### src/rtl/multi_rate_limiter_if.sv
// Per-channel packet handshake between the packet sources and the rate limiter.
// Sources drive start/end strobes; the limiter reports which channels accept a start.
interface multi_rate_limiter_if #(
    parameter int NUM_CH = 4
);
    logic [NUM_CH-1:0] pktStart;
    logic [NUM_CH-1:0] pktEnd;
    logic [NUM_CH-1:0] startReady;

    modport master (output pktStart, output pktEnd, input startReady);
    modport slave  (input pktStart, input pktEnd, output startReady);
endinterface

### src/rtl/multi_rate_limiter.sv
// Multi-channel packet rate limiter: enforces a minimum start-to-start slot per channel,
// classifies packet lengths and keeps saturating per-channel statistics.
module multi_rate_limiter #(
    parameter int NUM_CH  = 4,
    parameter int CNT_W   = 32,
    parameter int SLOT    = 50,
    parameter int MAX_LEN = 64,
    parameter int TIME_W  = 8
) (
    input  logic                      clk,
    input  logic                      rst,
    multi_rate_limiter_if.slave       pkt_if,
    input  logic                      clrCnt,
    output logic [2*NUM_CH-1:0]       chState,
    output logic [NUM_CH*CNT_W-1:0]   startCnt,
    output logic [NUM_CH*CNT_W-1:0]   endCnt,
    output logic [NUM_CH*CNT_W-1:0]   validCnt,
    output logic [NUM_CH*CNT_W-1:0]   errCnt,
    output logic [NUM_CH*CNT_W-1:0]   dropCnt
);

    typedef enum logic [1:0] {
        IDLE   = 2'd0,
        ACTIVE = 2'd1,
        HOLD   = 2'd2
    } ch_state_e;

    localparam logic [TIME_W-1:0] SLOT_M1 = TIME_W'(SLOT - 1);
    localparam logic [TIME_W-1:0] SLOT_M2 = TIME_W'(SLOT - 2);
    localparam logic [TIME_W-1:0] MAX_T   = TIME_W'(MAX_LEN);

    ch_state_e         state_q [NUM_CH];
    ch_state_e         state_d [NUM_CH];
    logic [TIME_W-1:0] pkt_time_q [NUM_CH];
    logic [TIME_W-1:0] pkt_time_d [NUM_CH];
    logic [TIME_W-1:0] delay_q [NUM_CH];
    logic [TIME_W-1:0] delay_d [NUM_CH];

    logic [CNT_W-1:0] start_cnt_q [NUM_CH];
    logic [CNT_W-1:0] start_cnt_d [NUM_CH];
    logic [CNT_W-1:0] end_cnt_q   [NUM_CH];
    logic [CNT_W-1:0] end_cnt_d   [NUM_CH];
    logic [CNT_W-1:0] valid_cnt_q [NUM_CH];
    logic [CNT_W-1:0] valid_cnt_d [NUM_CH];
    logic [CNT_W-1:0] err_cnt_q   [NUM_CH];
    logic [CNT_W-1:0] err_cnt_d   [NUM_CH];
    logic [CNT_W-1:0] drop_cnt_q  [NUM_CH];
    logic [CNT_W-1:0] drop_cnt_d  [NUM_CH];

    logic inc_start [NUM_CH];
    logic inc_end   [NUM_CH];
    logic inc_valid [NUM_CH];
    logic inc_err   [NUM_CH];
    logic inc_drop  [NUM_CH];

    // Clear wins over a same-cycle increment; counters stick at all-ones.
    function automatic logic [CNT_W-1:0] bump(input logic [CNT_W-1:0] v,
                                              input logic en, input logic clr);
        if (clr)
            return '0;
        if (en && (v != '1))
            return v + CNT_W'(1);
        return v;
    endfunction

    always_comb begin
        for (int c = 0; c < NUM_CH; c++) begin
            state_d[c]    = state_q[c];
            pkt_time_d[c] = pkt_time_q[c];
            delay_d[c]    = delay_q[c];
            inc_start[c]  = 1'b0;
            inc_end[c]    = 1'b0;
            inc_valid[c]  = 1'b0;
            inc_err[c]    = 1'b0;
            inc_drop[c]   = 1'b0;

            case (state_q[c])
                IDLE: begin
                    if (pkt_if.pktStart[c]) begin
                        state_d[c]    = ACTIVE;
                        pkt_time_d[c] = TIME_W'(1);
                        inc_start[c]  = 1'b1;
                    end
                end
                ACTIVE: begin
                    inc_drop[c] = pkt_if.pktStart[c];
                    if (pkt_if.pktEnd[c]) begin
                        inc_end[c] = 1'b1;
                        if (pkt_time_q[c] < SLOT_M1) begin
                            inc_valid[c] = 1'b1;
                            delay_d[c]   = SLOT_M2 - pkt_time_q[c];
                            state_d[c]   = HOLD;
                        end else if (pkt_time_q[c] == SLOT_M1) begin
                            inc_valid[c] = 1'b1;
                            state_d[c]   = IDLE;
                        end else begin
                            inc_err[c] = 1'b1;
                            state_d[c] = IDLE;
                        end
                    end else if (pkt_time_q[c] == MAX_T) begin
                        inc_err[c] = 1'b1;
                        state_d[c] = IDLE;
                    end else begin
                        pkt_time_d[c] = pkt_time_q[c] + TIME_W'(1);
                    end
                end
                HOLD: begin
                    inc_drop[c] = pkt_if.pktStart[c];
                    if (delay_q[c] == '0)
                        state_d[c] = IDLE;
                    else
                        delay_d[c] = delay_q[c] - TIME_W'(1);
                end
                default: state_d[c] = IDLE;
            endcase

            start_cnt_d[c] = bump(start_cnt_q[c], inc_start[c], clrCnt);
            end_cnt_d[c]   = bump(end_cnt_q[c],   inc_end[c],   clrCnt);
            valid_cnt_d[c] = bump(valid_cnt_q[c], inc_valid[c], clrCnt);
            err_cnt_d[c]   = bump(err_cnt_q[c],   inc_err[c],   clrCnt);
            drop_cnt_d[c]  = bump(drop_cnt_q[c],  inc_drop[c],  clrCnt);
        end
    end

    always_ff @(posedge clk or posedge rst) begin
        if (rst) begin
            for (int c = 0; c < NUM_CH; c++) begin
                state_q[c]     <= IDLE;
                pkt_time_q[c]  <= '0;
                delay_q[c]     <= '0;
                start_cnt_q[c] <= '0;
                end_cnt_q[c]   <= '0;
                valid_cnt_q[c] <= '0;
                err_cnt_q[c]   <= '0;
                drop_cnt_q[c]  <= '0;
            end
        end else begin
            for (int c = 0; c < NUM_CH; c++) begin
                state_q[c]     <= state_d[c];
                pkt_time_q[c]  <= pkt_time_d[c];
                delay_q[c]     <= delay_d[c];
                start_cnt_q[c] <= start_cnt_d[c];
                end_cnt_q[c]   <= end_cnt_d[c];
                valid_cnt_q[c] <= valid_cnt_d[c];
                err_cnt_q[c]   <= err_cnt_d[c];
                drop_cnt_q[c]  <= drop_cnt_d[c];
            end
        end
    end

    // Outputs decode registered state only, so startReady has no path from the strobes.
    always_comb begin
        pkt_if.startReady = '0;
        chState           = '0;
        startCnt          = '0;
        endCnt            = '0;
        validCnt          = '0;
        errCnt            = '0;
        dropCnt           = '0;
        for (int c = 0; c < NUM_CH; c++) begin
            pkt_if.startReady[c]         = (state_q[c] == IDLE);
            chState[2*c +: 2]            = state_q[c];
            startCnt[c*CNT_W +: CNT_W]   = start_cnt_q[c];
            endCnt[c*CNT_W +: CNT_W]     = end_cnt_q[c];
            validCnt[c*CNT_W +: CNT_W]   = valid_cnt_q[c];
            errCnt[c*CNT_W +: CNT_W]     = err_cnt_q[c];
            dropCnt[c*CNT_W +: CNT_W]    = drop_cnt_q[c];
        end
    end

endmodule

### src/flat_wrapper.sv
// flat-port wrapper written by rule: the top's interface ports become plain ports
module multi_rate_limiter_flat 
#(
    parameter int NUM_CH  = 4,
    parameter int CNT_W   = 32,
    parameter int SLOT    = 50,
    parameter int MAX_LEN = 64,
    parameter int TIME_W  = 8
)
  (clk, rst, clrCnt, chState, startCnt, endCnt, validCnt, errCnt, dropCnt, pkt_if_pktStart, pkt_if_pktEnd, pkt_if_startReady);
  multi_rate_limiter_if #(.NUM_CH(NUM_CH)) pkt_if_i ();
  input  logic clk;
  input  logic rst;
  input  logic clrCnt;
  output logic [2*NUM_CH-1:0] chState;
  output logic [NUM_CH*CNT_W-1:0] startCnt;
  output logic [NUM_CH*CNT_W-1:0] endCnt;
  output logic [NUM_CH*CNT_W-1:0] validCnt;
  output logic [NUM_CH*CNT_W-1:0] errCnt;
  output logic [NUM_CH*CNT_W-1:0] dropCnt;
  input wire logic [$bits(pkt_if_i.pktStart)-1:0] pkt_if_pktStart;
  input wire logic [$bits(pkt_if_i.pktEnd)-1:0] pkt_if_pktEnd;
  output wire logic [$bits(pkt_if_i.startReady)-1:0] pkt_if_startReady;
  assign pkt_if_i.pktStart = pkt_if_pktStart;
  assign pkt_if_i.pktEnd = pkt_if_pktEnd;
  assign pkt_if_startReady = pkt_if_i.startReady;
  multi_rate_limiter #(.NUM_CH(NUM_CH), .CNT_W(CNT_W), .SLOT(SLOT), .MAX_LEN(MAX_LEN), .TIME_W(TIME_W)) u_core (.clk(clk), .rst(rst), .pkt_if(pkt_if_i), .clrCnt(clrCnt), .chState(chState), .startCnt(startCnt), .endCnt(endCnt), .validCnt(validCnt), .errCnt(errCnt), .dropCnt(dropCnt));
endmodule
### config.mk
export PLATFORM = sky130hd
export DESIGN_NAME = multi_rate_limiter_flat
export DESIGN_NICKNAME = d
export VERILOG_FILES = /design/src/rtl/multi_rate_limiter_if.sv /design/src/rtl/multi_rate_limiter.sv /design/src/flat_wrapper.sv
export SDC_FILE = /design/constraint.sdc
export NUM_CORES = 2
export LEC_CHECK = 0
export CORE_MARGIN = 2
export CORE_UTILIZATION = 55
export DETAILED_ROUTE_END_ITERATION = 8
export PLACE_DENSITY = 0.82
export SETUP_SLACK_MARGIN = 0.3
export SYNTH_ARGS = -nofsm -noshare
export SYNTH_HDL_FRONTEND = slang
export SYNTH_SLANG_ARGS = --single-unit
### constraint.sdc
create_clock -name clk -period 63.4 [get_ports clk]
set_clock_uncertainty 0.15 [all_clocks]
set_input_delay 19.02 -clock clk [delete_from_list [all_inputs] [get_ports clk]]
set_output_delay 19.02 -clock clk [all_outputs]
set_load 0.005 [all_outputs]
### After elaboration in Yosys (flattened, before gate mapping)

Index checks and enable logic that the tools add are counted.

| operators by class | value |
|---|---|
| $add $sub $neg | 32 |
| reductions and logical operators | 72 |
| order comparisons | 4 |
| equality and inequality tests | 68 |
| multiplexer cells | 214 |

Operators by type and width:

| cell | number |
|---|---|
| $mux 32 | 61 |
| $add 32x1->32 const B | 20 |
| $ne 32x32->1 const B | 20 |
| $mux 8 | 24 |
| $pmux 8 s2 | 8 |
| $mux 1 | 97 |
| $reduce_bool 2->1 | 28 |
| $mux 2 | 20 |
| $ne 2x2->1 const B | 20 |
| $add 8x1->8 const B | 4 |
| $eq 8x6->1 const B | 4 |
| $eq 8x7->1 const B | 4 |
| $logic_not 8->1 | 4 |
| $lt 8x6->1 const B | 4 |
| $reduce_and 4->1 | 8 |
| $sub 6x8->8 const A | 4 |
| $sub 8x1->8 const B | 4 |
| $pmux 2 s3 | 4 |
| $logic_and 1x1->1 | 20 |
| $ne 2x1->1 const B | 8 |
| $ne 3x2->1 const B | 4 |
| $reduce_and 3->1 | 4 |
| $eq 2x1->1 const B | 4 |
| $eq 2x2->1 const B | 4 |
| 2 further kinds | 8 |

| storage, ports and cells | value |
|---|---|
| output and inout bits | 652 |
| flip-flop bits (word level) | 712 |
| input bits | 11 |
| logic and storage cells | 422 |

### Depth between registers and ports, before layout

| depth | value |
|---|---|
| depth in word-level cells | 10 |
| gate-level depth with buffers | 10 |
| depth with buffers taken out | 8 |

### Least setup slack after synthesis

No wires, ideal clock.

| path | value |
|---|---|
| kind | input port to flip-flop |
| start point | input pkt_if_pktStart[3] |
| end point | register u_core.start_cnt_q, in the netlist u_core.startCnt[123] |
| setup time | 132 ps |
| data required time | 63,118 ps |
| path buffers | 2 |
| cell stages on the path | 8 |
| path slack | 42,471 ps |
| arrival | 20,647 ps |
| cell sequence | clkbuf_1 nand2_1 or2_2 clkbuf_1 a311oi_2 nand4_1 xor2_1 nor2_1 |

| between the ends | value |
|---|---|
| cells in the longest elaborated chain, start to end | 6 |
| elaborated cells on any way between the ends | 9 |
| classes of those cells | 7 x mux; 2 x reduce/logical |

Ends and longest elaborated chain:

| what | line | source |
|---|---|---|
| from (decl) | flat_wrapper.sv:21 | `input wire logic [$bits(pkt_if_i.pktStart)-1:0] pkt_if_pktStart;` |
| $mux 1 (*) | multi_rate_limiter.sv:79 | `if (pkt_if.pktStart[c]) begin` |
| $mux 1 (*) | multi_rate_limiter.sv:77 | `case (state_q[c])` |
| $logic_and 1x1->1 (*) | multi_rate_limiter.sv:61 | `if (en && (v != '1))` |
| $mux 32 / $mux 1 (equally long branches) | multi_rate_limiter.sv:61 |  |
| $mux 32 / $mux 1 (equally long branches) | multi_rate_limiter.sv:63, multi_rate_limiter.sv:61 |  |
| $mux 32 / $reduce_bool 2->1 (equally long branches) | n/a |  |
| to (signal, indexed assignment) | multi_rate_limiter.sv:142 | `start_cnt_q[c] <= start_cnt_d[c];` |
| to (decl) | multi_rate_limiter.sv:39 | `logic [CNT_W-1:0] start_cnt_q [NUM_CH];` |

Mark *: on every way between the ends. The rest lies on a longest branch, timed or not. The select of a mux whose other input is x is not followed.
A chain may end at the register's enable or synchronous reset.

### Worst setup path after layout

| path | value |
|---|---|
| start point | input clrCnt |
| end point | register u_core.valid_cnt_q, in the netlist u_core.validCnt[119] |

| between the ends | value |
|---|---|
| cells in the longest elaborated chain, start to end | 2 |
| elaborated cells on any way between the ends | 3 |
| classes of those cells | 2 x mux; 1 x reduce/logical |

Ends and longest elaborated chain:

| what | line | source |
|---|---|---|
| from (decl) | flat_wrapper.sv:14 | `input logic clrCnt;` |
| $mux 1 (*) | multi_rate_limiter.sv:59 | `if (clr)` |
| $mux 32 / $reduce_bool 2->1 (equally long branches) | n/a |  |
| to (signal, indexed assignment) | multi_rate_limiter.sv:144 | `valid_cnt_q[c] <= valid_cnt_d[c];` |
| to (decl) | multi_rate_limiter.sv:43 | `logic [CNT_W-1:0] valid_cnt_q [NUM_CH];` |

Mark *: on every way between the ends. The rest lies on a longest branch, timed or not.

==> results.json <==
{
  "tightest_slew_ns": 1.13,
  "wl_per_cell_microns": 20.0,
  "insertion_delay_ns": 0.63,
  "area_delta_synth_final_pct": 25.9,
  "cts_tree": "yes",
  "powerDensity_nw_per_um2": 24.6,
  "die-area_sq_um": 72300,
  "muxShareOfSynthArea_pct": 0.642,
  "path_class": "primary input to register",
  "synth.most_common_cell": "nor2_1",
  "cts-root-buf": "clkbuf_16",
  "design.core.area_sq_um": 69800,
  "die_w_microns": 269,
  "synth_simple_gate_area_share_pct": 29.7,
  "holdCritPathClass": "register to register",
  "endpoint_kind": "register",
  "clk_pin_slew_ns": 0.06,
  "htree_levels": 3,
  "grt_use_total_pct": 31.5,
  "synthCells": 4258,
  "power_leakage_nw": 18.9,
  "min_path_cells": 1,
  "status": "complete, no violations",
  "rr_startpoint": "u_core.pkt_time_q[16]",
  "synth_compound_area_share_pct": 5.98,
  "cap_viol_max_count": 0,
  "crit_path_start_kind": "primary input",
  "drive_gt1_share_pct": 4.09,
  "final_hold_viol_count": 0,
  "holdBufCountCts": 0,
  "layout_setup_ws_ns": 41.48,
  "finalPower_mw": 1.20,
  "ys_ff_latch": 712,
  "dp_slack_ns": 40.92,
  "pin_count": 663,
  "clock_path_buffers": 3,
  "min_to": "u_core.delay_q[14]",
  "totalNegativeSetupSlack_ns": 0,
  "finalSetupViolations": 0,
  "ys_warn_count": 0,
  "grt.overflow.total": 0,
  "hpwlAfterDp_microns": 82500,
  "firstDrtPassIters": 5,
  "rows": 97,
  "timing.rr.end": "u_core.validCnt[51]",
  "peakVddDrop_v": 0.0000233,
  "numClockSinks": 712,
  "synth-async-reset-ratio_pct": 100,
  "rr_worst_depth": 8,
  "utilization_pct": 69.6,
  "port_buffers": 662,
  "synth.cell_area_sq_um": 38600,
  "yosysUniqueCellTypes": 80,
  "synthesis.nets": 4321,
  "synth_flop_cell": "dfrtp_1",
  "yosysSeqAreaShare_pct": 46.2,
  "initial_core_util_pct": 55.3,
  "max_freq_mhz": 45.6,
  "grt_setup_unrepaired": "no",
  "rrSetupSlack_ns": 59.95,
  "layout.nets": 4912,
  "synth_adder_area_share_pct": 1.69,
  "min_period_ns": 21.92,
  "dpl.cell_count": 5707,
  "final_area_sq_um": 48600,
  "crit_arrival_ns": 22.25,
  "n_fill_cell": 5240,
  "yosysTopAreaCellShare_pct": 46.2,
  "drt-total-wl_microns": 117000,
  "synth_area_leaders": "dfrtp_1 46%, nor2_1 7.2%, xnor2_1 6.9%",
  "synth-xor-area-share_pct": 13.3,
  "num_vias": 35000,
  "synth_edf_count": 0,
  "routabilityCongestion": 0.941,
  "period_share_pct": 34.6,
  "drt_iter0_drc": 3152,
  "ff_latch_area_sq_um": 17800,
  "vias_per_cell": 5.98,
  "hp-start": "u_core.delay_q[14]",
  "cp.required_ns": 63.73,
  "yosysTopAreaCell": "dfrtp_1",
  "drc": 0,
  "slew_headroom_pct": 23.3,
  "synth_top_family_by_area": "simple AND/OR/NAND/NOR gates",
  "place_area_sq_um": 45900,
  "cts_made_buffers": 80,
  "grt_max_degree": 194,
  "synthTopCellsByCount": "740 x nor2_1, 712 x dfrtp_1, 305 x xnor2_1",
  "crit_fanout": 121,
  "syn_avg_cell_area_sq_um": 9.06,
  "final_cells": 5854,
  "antenna_found_initial": 1,
  "slew_violations": 0,
  "die_y_microns": 269,
  "multi_input_area_sq_um": 19800,
  "cts_setup_buffers": 0,
  "postCtsResizedCells": 0,
  "grt_pass1_vias": 32700,
  "postRouteAntennaNets": 0,
  "grt_pass1_wl_microns": 183000,
  "holdWs_ns": 0.355
}
routing by layer:
| metal | vias up | wire, microns | global-route usage [%] |
|---|---|---|---|
| met3 | 358 | 9810 | 8.64 |
| li1 | 16200 | - | - |
| met2 | 1387 | 53700 | 49.0 |
| met4 | 0 | 6410 | 15.5 |
| met5 | - | 0 | 0 |
| met1 | 17100 | 46900 | 40.7 |
where the power goes:
part	total (mW)	internal [mW]	switching, mW	leakage, nW
combinational	0.222	0.0804	0.142	7.78
sequential	0.503	0.475	0.0281	9.83
clock	0.472	0.280	0.192	1.31
state kept, by name (all words and copies together), names as in the netlist:
| signal | flops |
|---|---|
| u_core.chState | 8 |
| u_core.delay_q | 32 |
| u_core.dropCnt | 128 |
| u_core.endCnt | 128 |
| u_core.errCnt | 128 |
| u_core.pkt_time_q | 32 |
| u_core.startCnt | 128 |
| u_core.validCnt | 128 |
area by class of cell:
| cell class | count | share of cell area, % |
|---|---|---|
| inverter | 84 | 0.665 |
| sequential | 712 | 36.7 |
| multi-input combinational | 3286 | 40.7 |
| timing repair buffer | 685 | 14.1 |
| antenna | 1 | 0.00515 |
| tap | 940 | 2.42 |
| clock buffer | 127 | 5.03 |
| clock inverter | 19 | 0.440 |
critical path: stages:
cell    delay [ns]
buf_8         0.49
buf_4         0.75
buf_4         0.90
buf_4         0.73
nor2_1        0.13
cells in the final DEF (no fill, tap or decap), types with 29 or more instances in the layout:
cell type	n
nand4_1	247
o21ai_0	93
nor2_1	740
nor4_1	93
nor3_1	171
xnor2_1	305
nand2_1	278
dfrtp_1	712
and4_1	62
inv_1	83
xor2_1	279
clkdlybuf4s50_1	661
nand3_1	268
nor3b_1	29
or3_1	70
and3_1	112
a21oi_1	134
and2_1	46
ha_1	52
clkbuf_16	83
logic make-up after synthesis:
group / Yosys count
flops: 712
xor+xnor: 584
buf+inv: 260
simple gates: 2256
mux: 24
compound gates: 370
fa+ha+maj: 52
worst max path at each step:
stage,endpoint,from,depth (start not counted)
3_3_place_gp,u_core.validCnt[114],clrCnt,5
5_1_grt,u_core.validCnt[106],clrCnt,5
3_5_place_dp,u_core.validCnt[119],clrCnt,5
6_report,u_core.validCnt[119],clrCnt,5
2_1_floorplan,u_core.chState[0],rst,1
4_1_cts,u_core.validCnt[119],clrCnt,5
(Power assumes the default switching activity.)
